===== config.mk =====
export PLATFORM = sky130hd
export DESIGN_NAME = axi4_lite_master_flat
export DESIGN_NICKNAME = d
export VERILOG_FILES = /design/src/rtl/axi_lite_pkg.sv /design/src/rtl/axi4_lite_master_if.sv /design/src/rtl/axi4_lite_master.sv /design/src/flat_wrapper.sv
export SDC_FILE = /design/constraint.sdc
export NUM_CORES = 1
export LEC_CHECK = 0
export ABC_AREA = 1
export BUFFER_PORTS_ARGS = -buffer_cell sky130_fd_sc_hd__buf_2
export CORE_MARGIN = 2
export CORE_UTILIZATION = 48
export CTS_CLUSTER_SIZE = 24
export DETAILED_ROUTE_END_ITERATION = 10
export PLACE_DENSITY = 0.95
export SLEW_MARGIN = 30
export SYNTH_ARGS = -nofsm -noshare
export SYNTH_HDL_FRONTEND = slang
export SYNTH_SLANG_ARGS = --single-unit

===== constraint.sdc =====
create_clock -name ACLK -period 2.6 [get_ports ACLK]
set_clock_uncertainty 0.2 [all_clocks]
set_input_delay 0.39 -clock ACLK [delete_from_list [all_inputs] [get_ports ACLK]]
set_output_delay 0.39 -clock ACLK [all_outputs]
set_load 0.005 [all_outputs]

===== src/rtl/axi_lite_pkg.sv =====
// Shared AXI4-Lite definitions: response codes and the master/slave FSM state types.
package axi_lite_pkg;

    localparam logic [1:0] OKAY   = 2'b00;
    localparam logic [1:0] EXOKAY = 2'b01;
    localparam logic [1:0] SLVERR = 2'b10;
    localparam logic [1:0] DECERR = 2'b11;

    typedef enum logic [2:0] {
        ST_IDLE    = 3'd0,
        ST_WR_REQ  = 3'd1,
        ST_WR_RESP = 3'd2,
        ST_RD_REQ  = 3'd3,
        ST_RD_DATA = 3'd4,
        ST_RESP    = 3'd5
    } master_state_t;

    // Register-file slave states, kept here so the slave can share this package.
    typedef enum logic [1:0] {
        SL_IDLE    = 2'd0,
        SL_WR_DATA = 2'd1,
        SL_WR_RESP = 2'd2,
        SL_RD_DATA = 2'd3
    } slave_state_t;

endpackage


===== src/rtl/axi4_lite_master_if.sv =====
// AXI4-Lite bus bundle (M_ signal set) with master and slave views.
interface axi4_lite_master_if #(
    parameter int ADDRESS    = 32,
    parameter int DATA_WIDTH = 32
);
    logic [ADDRESS-1:0]      M_AWADDR;
    logic                    M_AWVALID;
    logic                    M_AWREADY;
    logic [DATA_WIDTH-1:0]   M_WDATA;
    logic [DATA_WIDTH/8-1:0] M_WSTRB;
    logic                    M_WVALID;
    logic                    M_WREADY;
    logic [1:0]              M_BRESP;
    logic                    M_BVALID;
    logic                    M_BREADY;
    logic [ADDRESS-1:0]      M_ARADDR;
    logic                    M_ARVALID;
    logic                    M_ARREADY;
    logic [DATA_WIDTH-1:0]   M_RDATA;
    logic [1:0]              M_RRESP;
    logic                    M_RVALID;
    logic                    M_RREADY;

    modport master (
        output M_AWADDR, M_AWVALID, input M_AWREADY,
        output M_WDATA, M_WSTRB, M_WVALID, input M_WREADY,
        input  M_BRESP, M_BVALID, output M_BREADY,
        output M_ARADDR, M_ARVALID, input M_ARREADY,
        input  M_RDATA, M_RRESP, M_RVALID, output M_RREADY
    );

    modport slave (
        input  M_AWADDR, M_AWVALID, output M_AWREADY,
        input  M_WDATA, M_WSTRB, M_WVALID, output M_WREADY,
        output M_BRESP, M_BVALID, input M_BREADY,
        input  M_ARADDR, M_ARVALID, output M_ARREADY,
        output M_RDATA, M_RRESP, M_RVALID, input M_RREADY
    );
endinterface


===== src/rtl/axi4_lite_master.sv =====
// Single-outstanding AXI4-Lite initiator: one local command in, one response out.
// Optional AXI_LITE_MASTER_ERRCNT_EN adds a saturating non-OKAY response counter (err_count).
//
// state      | meaning
// IDLE       | cmd_ready high, waiting for a command
// WR_REQ     | AW and W offered, each dropped after its own handshake
// WR_RESP    | BREADY high, waiting for BVALID
// RD_REQ     | ARVALID high, waiting for ARREADY
// RD_DATA    | RREADY high, waiting for RVALID
// RESP       | rsp_valid high, waiting for rsp_ready
module axi4_lite_master
    import axi_lite_pkg::*;
#(
    parameter int ADDRESS    = 32,
    parameter int DATA_WIDTH = 32
) (
    input  logic                    ACLK,
    input  logic                    ARESETN,
    input  logic                    cmd_valid,
    output logic                    cmd_ready,
    input  logic                    cmd_write,
    input  logic [ADDRESS-1:0]      cmd_addr,
    input  logic [DATA_WIDTH-1:0]   cmd_wdata,
    input  logic [DATA_WIDTH/8-1:0] cmd_wstrb,
    output logic                    rsp_valid,
    input  logic                    rsp_ready,
    output logic [DATA_WIDTH-1:0]   rsp_rdata,
    output logic [1:0]              rsp_resp,
`ifdef AXI_LITE_MASTER_ERRCNT_EN
    output logic [15:0]             err_count,
`endif
    axi4_lite_master_if.master      m_axi
);

    localparam int STRB_W = DATA_WIDTH / 8;

    master_state_t         state_q, state_d;
    logic [ADDRESS-1:0]    addr_q;
    logic [DATA_WIDTH-1:0] wdata_q;
    logic [STRB_W-1:0]     wstrb_q;
    logic                  write_q;
    logic                  aw_done_q, w_done_q;

    logic                  cmd_hs, aw_hs, w_hs, resp_hs;
    logic [1:0]            resp_in;
    logic [DATA_WIDTH-1:0] rdata_in;

    // Every bus control output decodes registered state, so reset drops them at once.
    assign cmd_ready       = (state_q == ST_IDLE);
    assign rsp_valid       = (state_q == ST_RESP);
    assign m_axi.M_AWVALID = (state_q == ST_WR_REQ) && !aw_done_q;
    assign m_axi.M_WVALID  = (state_q == ST_WR_REQ) && !w_done_q;
    assign m_axi.M_BREADY  = (state_q == ST_WR_RESP);
    assign m_axi.M_ARVALID = (state_q == ST_RD_REQ);
    assign m_axi.M_RREADY  = (state_q == ST_RD_DATA);
    assign m_axi.M_AWADDR  = addr_q;
    assign m_axi.M_ARADDR  = addr_q;
    assign m_axi.M_WDATA   = wdata_q;
    assign m_axi.M_WSTRB   = wstrb_q;

    assign cmd_hs   = cmd_valid && cmd_ready;
    assign aw_hs    = m_axi.M_AWVALID && m_axi.M_AWREADY;
    assign w_hs     = m_axi.M_WVALID && m_axi.M_WREADY;
    assign resp_hs  = (m_axi.M_BREADY && m_axi.M_BVALID) || (m_axi.M_RREADY && m_axi.M_RVALID);
    assign resp_in  = write_q ? m_axi.M_BRESP : m_axi.M_RRESP;
    assign rdata_in = write_q ? '0 : m_axi.M_RDATA;

    always_ff @(posedge ACLK or negedge ARESETN) begin
        if (!ARESETN) begin
            state_q <= ST_IDLE;
        end else begin
            state_q <= state_d;
        end
    end

    always_comb begin
        state_d = state_q;
        case (state_q)
            ST_IDLE: begin
                if (cmd_valid) begin
                    state_d = cmd_write ? ST_WR_REQ : ST_RD_REQ;
                end
            end
            ST_WR_REQ: begin
                if ((aw_done_q || aw_hs) && (w_done_q || w_hs)) begin
                    state_d = ST_WR_RESP;
                end
            end
            ST_WR_RESP: begin
                if (m_axi.M_BVALID) begin
                    state_d = ST_RESP;
                end
            end
            ST_RD_REQ: begin
                if (m_axi.M_ARREADY) begin
                    state_d = ST_RD_DATA;
                end
            end
            ST_RD_DATA: begin
                if (m_axi.M_RVALID) begin
                    state_d = ST_RESP;
                end
            end
            ST_RESP: begin
                if (rsp_ready) begin
                    state_d = ST_IDLE;
                end
            end
            default: state_d = ST_IDLE;
        endcase
    end

    always_ff @(posedge ACLK or negedge ARESETN) begin
        if (!ARESETN) begin
            addr_q    <= '0;
            wdata_q   <= '0;
            wstrb_q   <= '0;
            write_q   <= 1'b0;
            aw_done_q <= 1'b0;
            w_done_q  <= 1'b0;
            rsp_rdata <= '0;
            rsp_resp  <= 2'b00;
        end else begin
            if (cmd_hs) begin
                addr_q    <= cmd_addr;
                wdata_q   <= cmd_wdata;
                wstrb_q   <= cmd_wstrb;
                write_q   <= cmd_write;
                aw_done_q <= 1'b0;
                w_done_q  <= 1'b0;
            end
            if (aw_hs) begin
                aw_done_q <= 1'b1;
            end
            if (w_hs) begin
                w_done_q <= 1'b1;
            end
            if (resp_hs) begin
                rsp_rdata <= rdata_in;
                rsp_resp  <= resp_in;
            end
        end
    end

`ifdef AXI_LITE_MASTER_ERRCNT_EN
    always_ff @(posedge ACLK or negedge ARESETN) begin
        if (!ARESETN) begin
            err_count <= 16'd0;
        end else if (resp_hs && (resp_in != OKAY) && (err_count != 16'hFFFF)) begin
            err_count <= err_count + 16'd1;
        end
    end
`endif

endmodule


===== src/flat_wrapper.sv =====
// flat-port wrapper written by rule: the top's interface ports become plain ports
module axi4_lite_master_flat import axi_lite_pkg::*;
#(
    parameter int ADDRESS    = 32,
    parameter int DATA_WIDTH = 32
)
  (ACLK, ARESETN, cmd_valid, cmd_ready, cmd_write, cmd_addr, cmd_wdata, cmd_wstrb, rsp_valid, rsp_ready, rsp_rdata, rsp_resp, m_axi_M_AWADDR, m_axi_M_AWVALID, m_axi_M_AWREADY, m_axi_M_WDATA, m_axi_M_WSTRB, m_axi_M_WVALID, m_axi_M_WREADY, m_axi_M_BRESP, m_axi_M_BVALID, m_axi_M_BREADY, m_axi_M_ARADDR, m_axi_M_ARVALID, m_axi_M_ARREADY, m_axi_M_RDATA, m_axi_M_RRESP, m_axi_M_RVALID, m_axi_M_RREADY);
  axi4_lite_master_if #(.ADDRESS(ADDRESS), .DATA_WIDTH(DATA_WIDTH)) m_axi_i ();
  input  logic ACLK;
  input  logic ARESETN;
  input  logic cmd_valid;
  output logic cmd_ready;
  input  logic cmd_write;
  input  logic [ADDRESS-1:0] cmd_addr;
  input  logic [DATA_WIDTH-1:0] cmd_wdata;
  input  logic [DATA_WIDTH/8-1:0] cmd_wstrb;
  output logic rsp_valid;
  input  logic rsp_ready;
  output logic [DATA_WIDTH-1:0] rsp_rdata;
  output logic [1:0] rsp_resp;
  output wire logic [$bits(m_axi_i.M_AWADDR)-1:0] m_axi_M_AWADDR;
  output wire logic [$bits(m_axi_i.M_AWVALID)-1:0] m_axi_M_AWVALID;
  input wire logic [$bits(m_axi_i.M_AWREADY)-1:0] m_axi_M_AWREADY;
  output wire logic [$bits(m_axi_i.M_WDATA)-1:0] m_axi_M_WDATA;
  output wire logic [$bits(m_axi_i.M_WSTRB)-1:0] m_axi_M_WSTRB;
  output wire logic [$bits(m_axi_i.M_WVALID)-1:0] m_axi_M_WVALID;
  input wire logic [$bits(m_axi_i.M_WREADY)-1:0] m_axi_M_WREADY;
  input wire logic [$bits(m_axi_i.M_BRESP)-1:0] m_axi_M_BRESP;
  input wire logic [$bits(m_axi_i.M_BVALID)-1:0] m_axi_M_BVALID;
  output wire logic [$bits(m_axi_i.M_BREADY)-1:0] m_axi_M_BREADY;
  output wire logic [$bits(m_axi_i.M_ARADDR)-1:0] m_axi_M_ARADDR;
  output wire logic [$bits(m_axi_i.M_ARVALID)-1:0] m_axi_M_ARVALID;
  input wire logic [$bits(m_axi_i.M_ARREADY)-1:0] m_axi_M_ARREADY;
  input wire logic [$bits(m_axi_i.M_RDATA)-1:0] m_axi_M_RDATA;
  input wire logic [$bits(m_axi_i.M_RRESP)-1:0] m_axi_M_RRESP;
  input wire logic [$bits(m_axi_i.M_RVALID)-1:0] m_axi_M_RVALID;
  output wire logic [$bits(m_axi_i.M_RREADY)-1:0] m_axi_M_RREADY;
  assign m_axi_M_AWADDR = m_axi_i.M_AWADDR;
  assign m_axi_M_AWVALID = m_axi_i.M_AWVALID;
  assign m_axi_i.M_AWREADY = m_axi_M_AWREADY;
  assign m_axi_M_WDATA = m_axi_i.M_WDATA;
  assign m_axi_M_WSTRB = m_axi_i.M_WSTRB;
  assign m_axi_M_WVALID = m_axi_i.M_WVALID;
  assign m_axi_i.M_WREADY = m_axi_M_WREADY;
  assign m_axi_i.M_BRESP = m_axi_M_BRESP;
  assign m_axi_i.M_BVALID = m_axi_M_BVALID;
  assign m_axi_M_BREADY = m_axi_i.M_BREADY;
  assign m_axi_M_ARADDR = m_axi_i.M_ARADDR;
  assign m_axi_M_ARVALID = m_axi_i.M_ARVALID;
  assign m_axi_i.M_ARREADY = m_axi_M_ARREADY;
  assign m_axi_i.M_RDATA = m_axi_M_RDATA;
  assign m_axi_i.M_RRESP = m_axi_M_RRESP;
  assign m_axi_i.M_RVALID = m_axi_M_RVALID;
  assign m_axi_M_RREADY = m_axi_i.M_RREADY;
  axi4_lite_master #(.ADDRESS(ADDRESS), .DATA_WIDTH(DATA_WIDTH)) u_core (.ACLK(ACLK), .ARESETN(ARESETN), .cmd_valid(cmd_valid), .cmd_ready(cmd_ready), .cmd_write(cmd_write), .cmd_addr(cmd_addr), .cmd_wdata(cmd_wdata), .cmd_wstrb(cmd_wstrb), .rsp_valid(rsp_valid), .rsp_ready(rsp_ready), .rsp_rdata(rsp_rdata), .rsp_resp(rsp_resp), .m_axi(m_axi_i));
endmodule

==> impl_metrics.ini <==
[floorplanning]
boundaryPins = 255
die_height_um = 103
die_w_um = 103
start_util_pct = 50.0
fp.coreArea_um2 = 9330
rows = 35
die-area_um2 = 10500

[setup_path]
r2r_slack_ns = 0.49
crit_type = register to register
crit_required_ns = 2.69
cp_max_fo = 72
cp_cell_sequence = nor2_2, nand2_1, nor2_4, buf_4, nand2_1, nand2_1
crit_path_frequent_cell = nand2_1
setup.worst_path.start_class = register
critPathSlowestCell = buf_4
cp_slowest_stage_delay_ns = 0.58
cp_data_arrival_time_ns = 2.20
endpoint_kind = register

[timing]
slew_viol_final = 0
maxSlewHeadroom_pct = 53.8
fin_crit_sh_pct = 81.1
period_needed_ns = 2.11
fmax_ghz = 0.474
setup_violations = 0
worst_slew_pin_slew_ns = 0.693
tns_ns = 0
rsz0062_at_grt = no
hold_viol = 0

[clocking]
cts_tree = yes
ctsHtreeMaxLevel = 3
cts_root_buf = clkbuf_8
clockBufferDepth = 2
cts_buffers = 9
cts-resized-gates = 0
cts.clk_slew.worst_paths_ns = 0.11
clkLatencyLatePin_ns = 0.36
hold_buffers = 1
post-cts-setup-buffers = 0
clock_sinks = 108

[grt]
grt_overflow = 0
grt_antenna_before_repair = 0
grt_first_pass_wirelength_um = 17200
grt_use_total_pct = 20.7
grt_max_degree = 73
first_global_vias = 3656

[layout]
fill_cells = 791
drive_above_1_share_pct = 36.6
seq_area_um2 = 2700
diodes = 0
area_growth_pct = 28.2
multi_input_comb_area_um2 = 1390
finalNetCount = 876
stdcell_area_um2 = 5970

[drt]
drtIter0Drc = 124
firstDrtPassIters = 4
drtAntennaViolNets = 0
routedWlPerCell_um = 12.8
vias = 4116
drc = 0
via_per_inst = 4.59
routed_wl_um = 11500

[power_and_ir_drop]
pwr_density_cell_nw_per_um2 = 1110
leakage_nw = 3.57
ir_drop_uv = 469

[yosys]
synth_top_area_cell = dfrtp_1
synth_area_um2 = 4660
yosysTopAreaCellShare_pct = 58.0
avgSynthCellArea_um2 = 8.49
syn-num-nets = 663
synth_cell_types = 19
ys_seq_area_share_pct = 58.0
ys_ff_latch = 108
synthCells = 549
ys_warn_count = 0
ys_top_cells_by_area = dfrtp_1 (58%), nand2_1 (19%), buf_4 (5.2%), nand3_1 (4.3%), inv_1 (3.9%)

[run]
cap_viol_max_count = 0

[placement]
detailed_place_hpwl_um = 8490
postPlaceCellArea_um2 = 5780
io_buffers = 254
gp_congestion = 0.902

[worst_hold_path]
hp-class = input port to register

[outcome]
status = finished clean
-- synthesized netlist by cell type --
cell type and count:
nor3_4 1, buf_2 10, inv_1 48, nor2_1 13, clkbuf_1 11, buf_6 5
clkinv_1 1, nor2_2 1, o21ai_1 23, nand3b_1 1, nor2_4 1, a21oi_1 2
inv_2 2, nand3_1 40, buf_4 32, nand2_1 234, dfrtp_1 108, o21ai_0 15
o21ai_2 1
-- cell type report --
cell class                      instances  share of cell area (%)
Tap cell                              129                    2.70
Timing Repair Buffer                  260                    22.5
Clock buffer                           10                    2.30
Sequential cell                       108                    45.3
Inverter                               51                    3.25
Clock inverter                          6                   0.754
Multi-Input combinational cell        332                    23.2
-- critical path: cells and delay by family (launching register included) --
| kind | cells | cell delay [ns] |
|---|---|---|
| flops | 1 | 0.52 |
| simple gates | 5 | 0.72 |
| buf+inv | 1 | 0.58 |
-- path summary, 6_finish.rpt --
check | start | to | cells past startpoint
max reg2reg | u_core.state_q[2] | u_core.m_axi.M_ARADDR[17] | 6
max in group asynchronous | ARESETN | u_core.rsp_rdata[6] | 3
min in group asynchronous | ARESETN | u_core.rsp_rdata[27] | 2
min reg2reg | u_core.m_axi.M_WDATA[18] | u_core.m_axi.M_WDATA[18] | 2
min | cmd_wstrb[2] | u_core.m_axi.M_WSTRB[2] | 3
max | u_core.state_q[2] | u_core.m_axi.M_ARADDR[17] | 6
-- flip-flops by register name, indices dropped and copies added (netlist names) --
signal / cells
u_core.aw_done_q: 1
u_core.m_axi.M_ARADDR: 32
u_core.m_axi.M_WDATA: 32
u_core.m_axi.M_WSTRB: 4
u_core.rsp_rdata: 32
u_core.rsp_resp: 2
u_core.state_q: 3
u_core.w_done_q: 1
u_core.write_q: 1
-- cells in the final DEF (no fill, tap or decap) --
cell type      instances
a21oi_1                2
dfrtp_1              108
buf_2                253
nand2_1              234
nor3_4                 1
clkinv_1               1
nand3_1               40
o21ai_1               23
clkinv_2               2
o21ai_0               15
nor2_1                13
buf_12                 2
nand3b_1               1
clkbuf_8              10
clkinv_4               1
nor2_4                 1
inv_4                  1
buf_4                  4
dlygate4sd3_1          1
nor2_2                 1
inv_6                  3
inv_2                  1
inv_1                 48
o21ai_4                1
-- kinds of logic (layout without fill, tap and decap cells) --
kind of cell | after synthesis | in the layout | share of synthesized area, %
and+or+nand+nor | 291 | 291 | 25.1
buffers and inverters | 109 | 327 | 12.4
DFF | 108 | 108 | 58.0
AOI/OAI and AO/OA | 41 | 41 | 4.48
-- per-layer routing --
metal	vias to the layer above	track usage, %	wire (µm)
li1	2062	-	-
met1	1872	25.4	4700
met2	169	36.7	5740
met3	13	4.75	878
met4	0	5.85	146
met5	-	0	0
-- stage by stage --
step	util, %	power, W	cells	setup WS (ns)	hold WS [ns]
final	64.0	0.00661	896	0.491	0.0188
after global routing	64.0	0.00719	896	0.300	0.00486
after CTS	64.0	0.00667	896	0.512	0.00715
after detailed placement	62.0	0.00571	879	0.542	0.180
after global placement	61.9	0.00558	879	0.522	0.183
after floorplan	-	0.00463	549	0.960	-0.106
-- power breakdown --
group	internal, W	switching [W]	total (W)
logic	0.00119	0.00153	0.00272
registers	0.00242	0.000505	0.00293
clock network	0.000385	0.000577	0.000961
(Power assumes the default switching activity.)
